$ cat src/rtl/vector_cmd_parser_pkg.sv
// vector_cmd_pkg
//   Shared constants and types for the UART vector-command parser:
//   opcode encodings, coordinate/command widths, header-bit position,
//   FSM state encodings and the packed FIFO command word.
package vector_cmd_pkg;

   localparam int unsigned COORD_W = 12;
   localparam int unsigned CMD_W   = 25;
   localparam int unsigned HDR_BIT = 7;

   localparam logic [1:0] OP_JUMP = 2'b00;
   localparam logic [1:0] OP_DRAW = 2'b01;

   typedef enum logic [1:0] {
      ASM_HDR,
      ASM_D1,
      ASM_D2,
      ASM_D3
   } asm_state_e;

   typedef enum logic {
      ISS_IDLE,
      ISS_GAP
   } iss_state_e;

   // One queued command: {op[0], x, y}, 25 bits.
   typedef struct packed {
      logic               is_draw;
      logic [COORD_W-1:0] x;
      logic [COORD_W-1:0] y;
   } cmd_t;

endpackage

$ cat src/rtl/vector_cmd_parser_fifo.sv
// cmd_fifo
//   Synchronous single-clock FIFO with combinational head read.
//   Ports: clk, reset_n (async, active-low), push/din write side,
//   pop/dout read side, empty/full flags, level = entry count.
//   A push while full is accepted only if a pop happens in the same cycle;
//   a pop while empty is ignored. DEPTH must be a power of two, >= 2.
module cmd_fifo #(
   parameter int unsigned WIDTH = 25,
   parameter int unsigned DEPTH = 8
) (
   input  logic                     clk,
   input  logic                     reset_n,
   input  logic                     push,
   input  logic                     pop,
   input  logic [WIDTH-1:0]         din,
   output logic [WIDTH-1:0]         dout,
   output logic                     empty,
   output logic                     full,
   output logic [$clog2(DEPTH):0]   level
);

   localparam int unsigned PTR_W = $clog2(DEPTH);
   localparam int unsigned LVL_W = PTR_W + 1;

   logic [WIDTH-1:0] mem_q [DEPTH];
   logic [PTR_W-1:0] wr_ptr_q, wr_ptr_d;
   logic [PTR_W-1:0] rd_ptr_q, rd_ptr_d;
   logic [LVL_W-1:0] level_q, level_d;
   logic             do_push, do_pop;

   assign empty = (level_q == '0);
   assign full  = (level_q == LVL_W'(DEPTH));
   assign level = level_q;
   assign dout  = mem_q[rd_ptr_q];

   always_comb begin
      do_pop   = pop && !empty;
      do_push  = push && (!full || do_pop);
      wr_ptr_d = wr_ptr_q;
      rd_ptr_d = rd_ptr_q;
      level_d  = level_q;
      if (do_push) begin
         wr_ptr_d = wr_ptr_q + PTR_W'(1);
      end
      if (do_pop) begin
         rd_ptr_d = rd_ptr_q + PTR_W'(1);
      end
      case ({do_push, do_pop})
         2'b10:   level_d = level_q + LVL_W'(1);
         2'b01:   level_d = level_q - LVL_W'(1);
         default: level_d = level_q;
      endcase
   end

   always_ff @(posedge clk or negedge reset_n) begin
      if (!reset_n) begin
         wr_ptr_q <= '0;
         rd_ptr_q <= '0;
         level_q  <= '0;
      end else begin
         wr_ptr_q <= wr_ptr_d;
         rd_ptr_q <= rd_ptr_d;
         level_q  <= level_d;
      end
   end

   // Storage needs no reset: contents are only observed behind a valid level.
   always_ff @(posedge clk) begin
      if (do_push) begin
         mem_q[wr_ptr_q] <= din;
      end
   end

endmodule

$ cat src/rtl/vector_cmd_parser.sv
// vector_cmd_parser
//   Assembles 4-byte UART vector packets into JUMP/DRAW commands, queues
//   them, and issues one command at a time to the line-draw control stage.
//   Ports:
//     clk, reset_n        clock, async active-low reset
//     rx_data, rx_valid   received UART byte and its one-cycle strobe
//     ready               control stage can accept a command
//     x, y                target coordinate, held between commands
//     draw, jump          one-cycle command pulses (mutually exclusive)
//     fifo_level          number of queued commands
//     frame_err           one-cycle pulse on framing or reserved-opcode error
//     overflow            one-cycle pulse when a complete packet is dropped
module vector_cmd_parser
   import vector_cmd_pkg::*;
#(
   parameter int unsigned FIFO_DEPTH = 8
) (
   input  logic                          clk,
   input  logic                          reset_n,
   input  logic [7:0]                    rx_data,
   input  logic                          rx_valid,
   input  logic                          ready,
   output logic [COORD_W-1:0]            x,
   output logic [COORD_W-1:0]            y,
   output logic                          draw,
   output logic                          jump,
   output logic [$clog2(FIFO_DEPTH):0]   fifo_level,
   output logic                          frame_err,
   output logic                          overflow
);

   asm_state_e         asm_q, asm_d;
   iss_state_e         iss_q, iss_d;
   logic [1:0]         op_q, op_d;
   logic [COORD_W-1:0] xa_q, xa_d;
   logic [6:0]         yhi_q, yhi_d;
   logic [COORD_W-1:0] x_q, x_d;
   logic [COORD_W-1:0] y_q, y_d;
   logic               draw_q, draw_d;
   logic               jump_q, jump_d;
   logic               frame_err_q, frame_err_d;
   logic               overflow_q, overflow_d;

   logic               is_hdr;
   logic               pkt_done;
   logic               pop;
   cmd_t               push_cmd;
   cmd_t               head;
   logic [CMD_W-1:0]   fifo_dout;
   logic               fifo_empty;
   logic               fifo_full;

   assign is_hdr = rx_data[HDR_BIT];

   // Packet assembler: a header byte always restarts a packet, so a lost
   // data byte costs only the packet in flight.
   always_comb begin
      asm_d       = asm_q;
      op_d        = op_q;
      xa_d        = xa_q;
      yhi_d       = yhi_q;
      frame_err_d = 1'b0;
      pkt_done    = 1'b0;
      if (rx_valid) begin
         if (is_hdr) begin
            if (asm_q != ASM_HDR) begin
               frame_err_d = 1'b1;
            end
            op_d       = rx_data[6:5];
            xa_d[11:7] = rx_data[4:0];
            asm_d      = ASM_D1;
         end else begin
            case (asm_q)
               ASM_HDR: frame_err_d = 1'b1;
               ASM_D1: begin
                  xa_d[6:0] = rx_data[6:0];
                  asm_d     = ASM_D2;
               end
               ASM_D2: begin
                  yhi_d = rx_data[6:0];
                  asm_d = ASM_D3;
               end
               ASM_D3: begin
                  asm_d = ASM_HDR;
                  if (op_q[1]) begin
                     frame_err_d = 1'b1;
                  end else begin
                     pkt_done = 1'b1;
                  end
               end
               default: asm_d = ASM_HDR;
            endcase
         end
      end
   end

   // The final byte goes straight into the FIFO, so y[4:0] bypasses the
   // assembly registers.
   always_comb begin
      push_cmd.is_draw = (op_q == OP_DRAW);
      push_cmd.x       = xa_q;
      push_cmd.y       = {yhi_q, rx_data[6:2]};
   end

   assign head = cmd_t'(fifo_dout);

   // Issue FSM: GAP ignores ready for one cycle after each pulse.
   always_comb begin
      iss_d      = iss_q;
      pop        = 1'b0;
      x_d        = x_q;
      y_d        = y_q;
      draw_d     = 1'b0;
      jump_d     = 1'b0;
      case (iss_q)
         ISS_IDLE: begin
            if (!fifo_empty && ready) begin
               pop    = 1'b1;
               x_d    = head.x;
               y_d    = head.y;
               draw_d = head.is_draw;
               jump_d = !head.is_draw;
               iss_d  = ISS_GAP;
            end
         end
         ISS_GAP:  iss_d = ISS_IDLE;
         default:  iss_d = ISS_IDLE;
      endcase
      overflow_d = pkt_done && fifo_full && !pop;
   end

   cmd_fifo #(
      .WIDTH (CMD_W),
      .DEPTH (FIFO_DEPTH)
   ) u_fifo (
      .clk     (clk),
      .reset_n (reset_n),
      .push    (pkt_done),
      .pop     (pop),
      .din     (push_cmd),
      .dout    (fifo_dout),
      .empty   (fifo_empty),
      .full    (fifo_full),
      .level   (fifo_level)
   );

   always_ff @(posedge clk or negedge reset_n) begin
      if (!reset_n) begin
         asm_q       <= ASM_HDR;
         iss_q       <= ISS_IDLE;
         op_q        <= '0;
         xa_q        <= '0;
         yhi_q       <= '0;
         x_q         <= '0;
         y_q         <= '0;
         draw_q      <= 1'b0;
         jump_q      <= 1'b0;
         frame_err_q <= 1'b0;
         overflow_q  <= 1'b0;
      end else begin
         asm_q       <= asm_d;
         iss_q       <= iss_d;
         op_q        <= op_d;
         xa_q        <= xa_d;
         yhi_q       <= yhi_d;
         x_q         <= x_d;
         y_q         <= y_d;
         draw_q      <= draw_d;
         jump_q      <= jump_d;
         frame_err_q <= frame_err_d;
         overflow_q  <= overflow_d;
      end
   end

   assign x         = x_q;
   assign y         = y_q;
   assign draw      = draw_q;
   assign jump      = jump_q;
   assign frame_err = frame_err_q;
   assign overflow  = overflow_q;

endmodule

$ cat config.mk
export PLATFORM = sky130hd
export DESIGN_NAME = vector_cmd_parser
export DESIGN_NICKNAME = d
export VERILOG_FILES = /design/src/rtl/vector_cmd_parser_pkg.sv /design/src/rtl/vector_cmd_parser_fifo.sv /design/src/rtl/vector_cmd_parser.sv
export SDC_FILE = /design/constraint.sdc
export NUM_CORES = 1
export LEC_CHECK = 0
export CAP_MARGIN = 10
export CORE_MARGIN = 1
export CORE_UTILIZATION = 62
export CTS_CLUSTER_DIAMETER = 120
export DETAILED_ROUTE_END_ITERATION = 6
export MAX_ROUTING_LAYER = met4
export PLACE_DENSITY_LB_ADDON = 0.3
export SYNTH_ARGS = -nofsm -noshare
export SYNTH_HDL_FRONTEND = slang
export SYNTH_SLANG_ARGS = --single-unit
export TNS_END_PERCENT = 30
$ cat constraint.sdc
create_clock -name clk -period 5.1 [get_ports clk]
set_input_delay 0.51 -clock clk [delete_from_list [all_inputs] [get_ports clk]]
set_output_delay 0.51 -clock clk [all_outputs]
set_load 0.02 [all_outputs]
# Word-level counts from Yosys, hierarchy flattened
# Memory sizes are Yosys's and may differ from the RTL's.
# Index checks and enable logic that the tools add are counted.
# Widths: inputs -> output; s select.
[word_totals]
n_memories = 1
elab_cells = 70
mem_bits_ro = 0
output_inout_bits = 32
latchBits = 0
inputBits = 12
mem_bits_rw = 200
register_bits = 62
[classes]
n_bitwise = 2
n_div = 0
n_eq_ne = 7
mux = 21
multipliers = 0
magnitude_cmp = 0
shifts = 0
reduce_logical = 20
n_addsub = 4
[memory_table]
columns = ["name", "depth", "width", "rd", "rd_ports_with_merged_regs", "write_ports", "line", "rtl"]
rows = [
  ["u_fifo.mem_q", 8, 25, 1, 0, 1, "vector_cmd_parser_fifo.sv:25", "logic [WIDTH-1:0] mem_q [DEPTH];"],
]
[op_table]
columns = ["op", "n"]
rows = [
  ["$mux 1", 16],
  ["$pmux 4 s2", 1],
  ["$add 3x1->3 const B", 2],
  ["$eq 2x1->1 const B", 3],
  ["$eq 2x2->1 const B", 3],
  ["$pmux 2 s3", 1],
  ["$reduce_and 2->1", 3],
  ["$reduce_and 3->1", 2],
  ["$logic_and 1x1->1", 5],
  ["$add 4x1->4 const B", 1],
  ["$eq 4x4->1 const B", 1],
  ["$logic_not 1->1", 4],
  ["$logic_not 4->1", 1],
  ["$pmux 1 s2", 2],
  ["$reduce_bool 2->1", 2],
  ["$reduce_bool 4->1", 1],
  ["$sub 4x1->4 const B", 1],
  ["$logic_not 2->1", 1],
  ["$mux 2", 1],
  ["$not 1->1", 2],
  ["$logic_or 1x1->1", 1],
]

# Depth between registers and ports, before layout
# Gate-level depths: netlist of the first run.
[depth]
word_depth = 10
ltp_mapped = 12
depth_no_buf = 11

# By module
# A second synthesis of the first run with hierarchy kept.
[hier_totals]
hier_cells = 483
hier_area_um2 = 10427.5
[modules_own_cells]
columns = ["module", "cells_per_inst", "n_inst", "seq_area_each_um2", "area_each_um2"]
rows = [
  ["cmd_fifo", 356, 1, 6256.0, 8266.7],
  ["vector_cmd_parser", 127, 1, 1301.2, 2160.8],
]

# Least setup slack after synthesis of the first run
# No wires, ideal clock.
[synth_timing]
path_type = "reg2reg"
from = "reg asm_q[0]"
to = "mem u_fifo.mem_q[0][0], enable pin"
period_less_slack_ns = 3.324
stages_incl_launch_ff = 6
path_slack_ns = 1.776
t_required_ns = 4.662
setup_ns = 0.438
arrival_ns = 2.885
n_path_buf = 0
cell_sequence = "dfrtp_1 -> ha_1 -> nand4bb_1 -> a31oi_4 -> nand2b_1 -> nor3_1"
[synth_via]
elab_chain_len = 7
[synth_lines]
columns = ["item", "line", "rtl"]
rows = [
  ["start: declaration", "vector_cmd_parser.sv:32", "asm_state_e asm_q, asm_d;"],
  ["start signal: assignment", "vector_cmd_parser.sv:161", "asm_q <= asm_d;"],
  ["$eq 2x2->1", "vector_cmd_parser.sv:73", "case (asm_q)"],
  ["$mux 1", "vector_cmd_parser.sv:73", ""],
  ["$mux 1", "vector_cmd_parser.sv:65", "if (is_hdr) begin"],
  ["$mux 1", "vector_cmd_parser.sv:64", "if (rx_valid) begin"],
  ["$logic_and 1x1->1", "vector_cmd_parser_fifo.sv:38", "do_push = push && (!full || do_pop);"],
  ["$mux 1", "vector_cmd_parser_fifo.sv:69", "if (do_push) begin"],
  ["$mux 1 (not written as such)", "vector_cmd_parser_fifo.sv:70", "mem_q[wr_ptr_q] <= din;"],
  ["end: declaration", "vector_cmd_parser_fifo.sv:25", ""],
]
# No other way between the ends.

# Final worst setup path of the first run
[layout_timing]
from = "reg u_fifo.level_q[1], in the netlist u_fifo.level[1]"
to = "reg u_fifo.level_q[2], in the netlist u_fifo.level[2]"
[layout_via]
elab_chain_len = 10
elab_cells_between_ends = 16
cone_classes = "2 x add/sub; 3 x eq/ne; 3 x mux; 8 x reduce/logical"
[layout_lines]
columns = ["item", "line", "rtl"]
rows = [
  ["start: declaration", "vector_cmd_parser_fifo.sv:28", "logic [LVL_W-1:0] level_q, level_d;"],
  ["start signal: assignment", "vector_cmd_parser_fifo.sv:63", "level_q <= level_d;"],
  ["$logic_not 4->1", "vector_cmd_parser_fifo.sv:31", "assign empty = (level_q == '0);"],
  ["$logic_not 1->1", "vector_cmd_parser_fifo.sv:37, vector_cmd_parser.sv:117", ""],
  ["$logic_and 1x1->1", "vector_cmd_parser.sv:117", "if (!fifo_empty && ready) begin"],
  ["$mux 1", "vector_cmd_parser.sv:117", ""],
  ["$mux 1", "vector_cmd_parser.sv:115", "case (iss_q)"],
  ["$logic_and 1x1->1", "vector_cmd_parser_fifo.sv:37", "do_pop = pop && !empty;"],
  ["$logic_or 1x1->1", "vector_cmd_parser_fifo.sv:38", ""],
  ["$logic_and 1x1->1", "vector_cmd_parser_fifo.sv:38", ""],
  ["$eq 2x1->1 / $eq 2x2->1 (equally long branches)", "vector_cmd_parser_fifo.sv:48", "case ({do_push, do_pop})"],
  ["$pmux 4 s2 / $reduce_bool 2->1 (equally long branches)", "-", ""],
]
# Several ways; a longest one is shown, not always the timed one.
# A chain may end at the register's enable or synchronous reset.

==> results of run 1 <==
logic make-up after synthesis:
group,after synthesis,synth area share [%]
buffers and inverters,33,2.22
adder cells (fa/ha/maj),10,1.22
multiplexers,122,12.4
XOR/XNOR,9,0.768
AND/OR/NAND/NOR,119,5.45
flip-flops,262,73.7
AO/OA/AOI/OAI,59,4.26
cell type report:
class | count | area (µm²) | area share, %
flip-flops and latches | 262 | 7560 | 64.3
multi-input cells | 319 | 2500 | 21.3
clock buffers | 39 | 781 | 6.64
repair buffers | 56 | 538 | 4.58
well taps | 216 | 270 | 2.30
clock inverters | 9 | 75.1 | 0.639
inverters | 5 | 21.3 | 0.181
metrics by stage:
step / setup WS [ps] / hold slack (ps) / instance area, µm² / std cells
after floorplan: 1780 / 214 / 10300 / 614
after global placement: 1960 / 460 / 10900 / 858
after detailed placement: 1840 / 464 / 10900 / 858
after CTS: 2170 / 138 / 11800 / 906
after global routing: 2050 / 174 / 11800 / 906
final: 2200 / 115 / 11800 / 906
layer usage:
| metal | routed length [µm] | vias to the layer above |
|---|---|---|
| li1 | - | 2444 |
| met1 | 8200 | 2747 |
| met4 | 507 | 0 |
| met3 | 1180 | 46 |
| met2 | 10400 | 201 |
| met5 | 0 | - |
worst max-delay path: cells and delay by family (launching register included):
kind / cells / cell delay (ps)
fa+ha+maj: 2 / 560
simple gates: 3 / 800
compound gates: 1 / 160
buf+inv: 1 / 260
xor+xnor: 3 / 500
flops: 1 / 480
cells in the final DEF (no fill, tap or decap), types with 3 or more instances in the layout:
cell             instances
inv_1                    3
a21oi_1                  4
o21ai_0                  3
buf_4                   13
mux2_2                   8
nand2_1                 59
nand3_1                 25
nand2b_1                 5
ha_1                    10
clkbuf_16               27
clkbuf_8                 6
clkdlybuf4s50_1         42
xnor2_1                  5
dfrtp_1                 61
nor2_2                   6
nor2b_1                  3
a22oi_1                 48
edfxtp_1               200
clkbuf_1                 6
clkinv_2                 5
mux2_1                  15
nor3_2                   3
nor2_1                   4
mux2i_1                 97
xor2_1                   4
flip-flops by register name, indices dropped and copies added (netlist names), 3 cells and up:
signal / count
u_fifo.level: 4
xa_q: 12
yhi_q: 7
u_fifo.rd_ptr_q: 3
x: 12
u_fifo.wr_ptr_q: 3
y: 12
u_fifo.mem_q: 200
worst max path at each step:
| stage | to | cells after the start | from | slack (ps) |
|---|---|---|---|---|
| floorplan | u_fifo.mem_q[0][0]$_DFFE_PP_ | 5 | asm_q[0]$_DFFE_PN0P_ | 1780 |
| global placement | u_fifo.level[2]$_DFFE_PN0P_ | 11 | ready | 1960 |
| detailed placement | u_fifo.level[2]$_DFFE_PN0P_ | 11 | ready | 1840 |
| CTS | u_fifo.level[2]$_DFFE_PN0P_ | 10 | u_fifo.level[0]$_DFFE_PN0P_ | 2170 |
| global route | u_fifo.level[2]$_DFFE_PN0P_ | 10 | u_fifo.level[1]$_DFFE_PN0P_ | 2050 |
| finish | u_fifo.level[2]$_DFFE_PN0P_ | 10 | u_fifo.level[1]$_DFFE_PN0P_ | 2200 |
power by group through the flow:
stage	logic, mW	clock network, mW	registers, mW
finish	1.68	1.87	3.08
global route	1.81	1.97	3.12
CTS	1.69	1.89	3.07
detailed placement	1.68	0	3.11
global placement	1.63	0	3.09
floorplan	1.14	0	3.07
==> impl_metrics.toml, run 1 <==
[route]
vias = 5438
wl_per_cell_um = 22.4
avgViaCountPerCell = 6.00
dr.pass1.iters = 5
drc = 0
ant_nets = 0
wl_um = 20300
drtIter0Drc = 373

[synth]
postSynth.asyncResetShare_pct = 23.7
synth_commonest_cells = "200 x edfxtp_1, 97 x mux2i_1, 62 x dfrtp_1"
synth_top_area_cell = "edfxtp_1"
synthFlopType = "edfxtp_1"
netlist_instances = 614
seq_area_frac_synth_pct = 73.7
synth_seq_cells = 262
synth_edf_count = 200
syn_area_um2 = 10300
syn_area_per_cell_um2 = 16.7
ys_warn_count = 0
synthTopCellsByArea = "edfxtp_1 59%, dfrtp_1 15%, mux2i_1 9.5%"
synth_cell_types = 36
synth_nets = 636
yosysTopAreaCellShare_pct = 58.5
yosysMostFrequentCell = "edfxtp_1"

[clock_tree]
cts_tree = "yes"
cts_buffer_depth = 3
holdBufCountCts = 0
cts_setup_buffers = 0
numCtsBuffers = 26
cts_resized = 0
worst_skew_pair.late_latency_ps = 520
clock-sinks = 262
clkTransAtPathRegs_ps = 60
cts-root-buf = "clkbuf_16"
htree_levels = 1

[cells_and_area]
nets = 692
drive_above_1_share_pct = 12.2
num_antenna_cells = 0
fillers = 990
area_delta_synth_final_pct = 14.5
utilization_pct = 73.4

[power_and_ir_drop]
ir_worst_vdd_uv = 708
p_leak_nw = 4.43
net-switching-power_mw = 2.07
design_power_total_mw = 6.63
powerDensity_nw_per_um2 = 564
p_clk_share_pct = 28.2
switching_share_pct = 31.2
combPwrFrac_pct = 25.4
seq_power_share_pct = 46.4
intPower_mw = 4.56

[setup_path]
r2r_start = "u_fifo.level[1]$_DFFE_PN0P_"
cp_slowest_stage_delay_ps = 480
crit_required_ps = 5480
r2r_end = "u_fifo.level[2]$_DFFE_PN0P_"
cp_max_fo = 29
cpMostUsedCell = "xor2_1"
regToRegSetupSlack_ps = 2200
cpMaxStageDelayCell = "dfrtp_1"
critPathKind = "reg2reg"
path_cells = "nor4_2 > or2_4 > inv_4 > ha_1 > xor2_1 > ha_1 > a21oi_1 > xor2_1 > nor2_1 > xor2_1"
cp.arrival_ps = 3280
ff2ff_path_depth = 10
critPathCaptureType = "flop"
startpoint_type = "flop"

[global_routing]
met3_usage_pct = 3.79
grt_use_met1_pct = 32.7
gr-usage-met2_pct = 42.9
grt_first_pass_wirelength_um = 31200
grt-ovfl-total = 0
track_usage_pct = 25.8
grt_pass1_vias = 5666
antenna_found_initial = 0
grt_max_degree = 63
top_usage_layer = "met2"

[sta]
fin_crit_sh_pct = 56.9
fmax_mhz = 345
rsz0062_at_grt = "false"
tightest_slew_ps = 1280
fin_worst_skew_ps = 21.8
hold_violations = 0
fin_setup_tns_ps = 0
fin_crit_ps = 2900
setup_viol = 0
slew_headroom_pct = 14.4
drv_slew = 0

[place]
gp_congestion = 0.760
io_buffers = 43
dp_hpwl_um = 11800

[floorplanning]
start_util_pct = 64.1
die_w_um = 131
design.die.area_um2 = 17100
fp.dieH_um = 131
rows = 46
io_pins = 44
core_um2 = 16000

[status]
status = "completed"

[job]
maxCapViolations = 0

[min_path]
hp-class = "in2async"
(Power assumes the default switching activity.)
==> run 2: changes to the inputs <==
--- a/config.mk
+++ b/config.mk
@@ -7,7 +7,7 @@
 export LEC_CHECK = 0
 export CAP_MARGIN = 10
 export CORE_MARGIN = 1
-export CORE_UTILIZATION = 62
+export CORE_UTILIZATION = 54
 export CTS_CLUSTER_DIAMETER = 120
 export DETAILED_ROUTE_END_ITERATION = 6
 export MAX_ROUTING_LAYER = met4
==> constraint.sdc (replaced) <==
create_clock -name clk -period 2.6 [get_ports clk]
set_input_delay 0.26 -clock clk [delete_from_list [all_inputs] [get_ports clk]]
set_output_delay 0.26 -clock clk [all_outputs]
set_load 0.02 [all_outputs]
==> run 2 against run 1 <==
  * Hold slack better by 220 ps
  * Via count is 0.83% higher
  * First-iteration DRC count up 28%
  * Combinational power rose by 110%
  * Global-route usage down 2.9 points
  * Routed wire length increased by 2.2%
  * Utilization down 9.4 points
  * Register-to-register slack got worse by 2000 ps
  * Clock skew down 13 ps
  * Cell count is 4.3% higher
  * Largest power group unchanged
==> impl_metrics.toml, run 2 (same netlist as run 1, synthesis figures left out) <==
[global_routing]
grt_first_pass_wirelength_um = 32500
track_usage_pct = 22.9
grt-ovfl-total = 0
grt_max_degree = 48
grt_pass1_vias = 5850
antenna_found_initial = 0

[cells_and_area]
fillers = 1295
final_common_cell = "edfxtp_1"
max_flop_register = "u_fifo.mem_q"
fin_area_um2 = 11900
largest_register_ffs = 200
drive_above_1_share_pct = 14.2
area_delta_synth_final_pct = 16.4
utilization_pct = 64.1
nets = 713
final_cell_mix = "200 x edfxtp_1, 97 x mux2i_1, 61 x dfrtp_1"
final_cells = 945
num_antenna_cells = 0

[setup_path]
crit_required_ps = 2990
r2r_start = "asm_q[0]$_DFFE_PN0P_"
startpoint_type = "flop"
cpMostUsedCell = "xor2_1"
critPathCaptureType = "flop"
crit_start = "asm_q[0]$_DFFE_PN0P_"
cp_slowest_stage_delay_ps = 400
path_cells = "ha_2 > nand4bb_4 > a31oi_4 > inv_1 > ha_1 > xor2_1 > ha_1 > a21oi_1 > xor2_1 > nor2_1 > xor2_1"
regToRegSetupSlack_ps = 230
cp_max_fo = 5
cpMaxStageDelayCell = "dfrtp_1"
critPathKind = "reg2reg"
cp.arrival_ps = 2760

[route]
wl_met2_um = 10600
highest_layer = "met4"
avgViaCountPerCell = 5.80
drc = 0
vias = 5483
wl_per_cell_um = 21.9
wl_met3_um = 1050
wl_um = 20700
dr.pass1.iters = 4
met1_length_um = 8780
drtIter0Drc = 478
ant_nets = 0

[sta]
rsz0062_at_grt = "false"
fin_crit_ps = 2370
final.setup.worst_slack_ps = 233
fin_crit_sh_pct = 91.0
tightest_slew_ps = 702
drv_slew = 0
slew_headroom_pct = 53.2
fmax_mhz = 423
hold_violations = 0
setup_viol = 0
hold_ws_ps = 335
fin_worst_skew_ps = 8.88

[place]
dp_hpwl_um = 12000
place_area_um2 = 11100
gp_congestion = 0.732
place_inst = 893
dp_slack_ps = 44.7
io_buffers = 43

[clock_tree]
htree_levels = 1
cts_buffer_depth = 3
cts_tree = "yes"
clkTransAtPathRegs_ps = 60
clock-sinks = 262
worst_skew_pair.late_latency_ps = 520
cts-root-buf = "clkbuf_16"
numCtsBuffers = 27

[floorplanning]
io_pins = 44
fp.dieH_um = 140
core_um2 = 18600
rows = 50
design.die.area_um2 = 19600
die_w_um = 140
start_util_pct = 55.0

[power_and_ir_drop]
ir_worst_vdd_uv = 658
p_leak_nw = 4.50
powerDensity_nw_per_um2 = 1080

[status]
status = "completed"

[job]
maxCapViolations = 0

[min_path]
hp-class = "in2async"
## run 2: per-layer routing
layer  up-vias  global-route usage [%]
li1       2495                       -
met1      2822                    29.1
met2       134                    38.8
met3        32                    3.27
met4         0                    6.07
met5         -                       -
## run 2: report_power, final
group          switching [mW]  total, mW  internal (mW)
logic                    1.92       3.53           1.60
registers               0.658       5.92           5.26
clock network            1.48       3.49           2.01
total                    4.06       12.9           8.88
## run 2: area by class of cell
type / instances / area [µm²] / share of cell area [%]
Clock buffer: 42 / 762 / 6.38
Clock inverter: 7 / 42.5 / 0.356
Inverter: 5 / 21.3 / 0.178
Multi-Input combinational cell: 319 / 2540 / 21.3
Sequential cell: 262 / 7560 / 63.3
Tap cell: 234 / 293 / 2.45
Timing Repair Buffer: 76 / 728 / 6.10
## run 2: stage by stage
step                      power [mW]  setup TNS, ps
after floorplan                 8.25          -7530
after global placement          9.34              0
final                           12.9              0
after detailed placement        9.50              0
after global routing            13.6              0
after CTS                       13.0              0
## run 2: repair_timing
action / CTS / global route
setup endpoints to repair: 0 / 1
endpoints found under the hold margin: 45 / 0
hold buffers: 1 / 0
setup buffers: 0 / 2
resized for setup: 0 / 2
## run 2: worst max-delay path, delay by kind of cell (launching register included)
kind / cells / cell delay (ps)
adder cells (fa/ha/maj): 3 / 720
XOR/XNOR: 3 / 490
flip-flops: 1 / 400
AO/OA/AOI/OAI: 2 / 330
AND/OR/NAND/NOR: 2 / 200
buffers and inverters: 1 / 90
## run 2: final timing paths
| check | end | cells after the start |
|---|---|---|
| max in group asynchronous | x[7]$_DFFE_PN0N_ | 3 |
| worst min-delay path | u_fifo.rd_ptr_q[0]$_DFFE_PN0P_ | 2 |
| worst max register to register | u_fifo.level[2]$_DFFE_PN0P_ | 11 |
| min in group clk | overflow$_DFF_PN0_ | 3 |
| worst max-delay path | u_fifo.level[2]$_DFFE_PN0P_ | 11 |
| worst min register to register | x[9]$_DFFE_PN0N_ | 2 |
==> run 3: changes to the inputs <==
--- a/config.mk
+++ b/config.mk
@@ -5,7 +5,7 @@
 export SDC_FILE = /design/constraint.sdc
 export NUM_CORES = 1
 export LEC_CHECK = 0
-export CAP_MARGIN = 10
+export CAP_MARGIN = 20
 export CORE_MARGIN = 1
 export CORE_UTILIZATION = 54
 export CTS_CLUSTER_DIAMETER = 120
==> results of run 3 <==
Same layout as run 2: the final DEF is identical, and so are final timing and power.
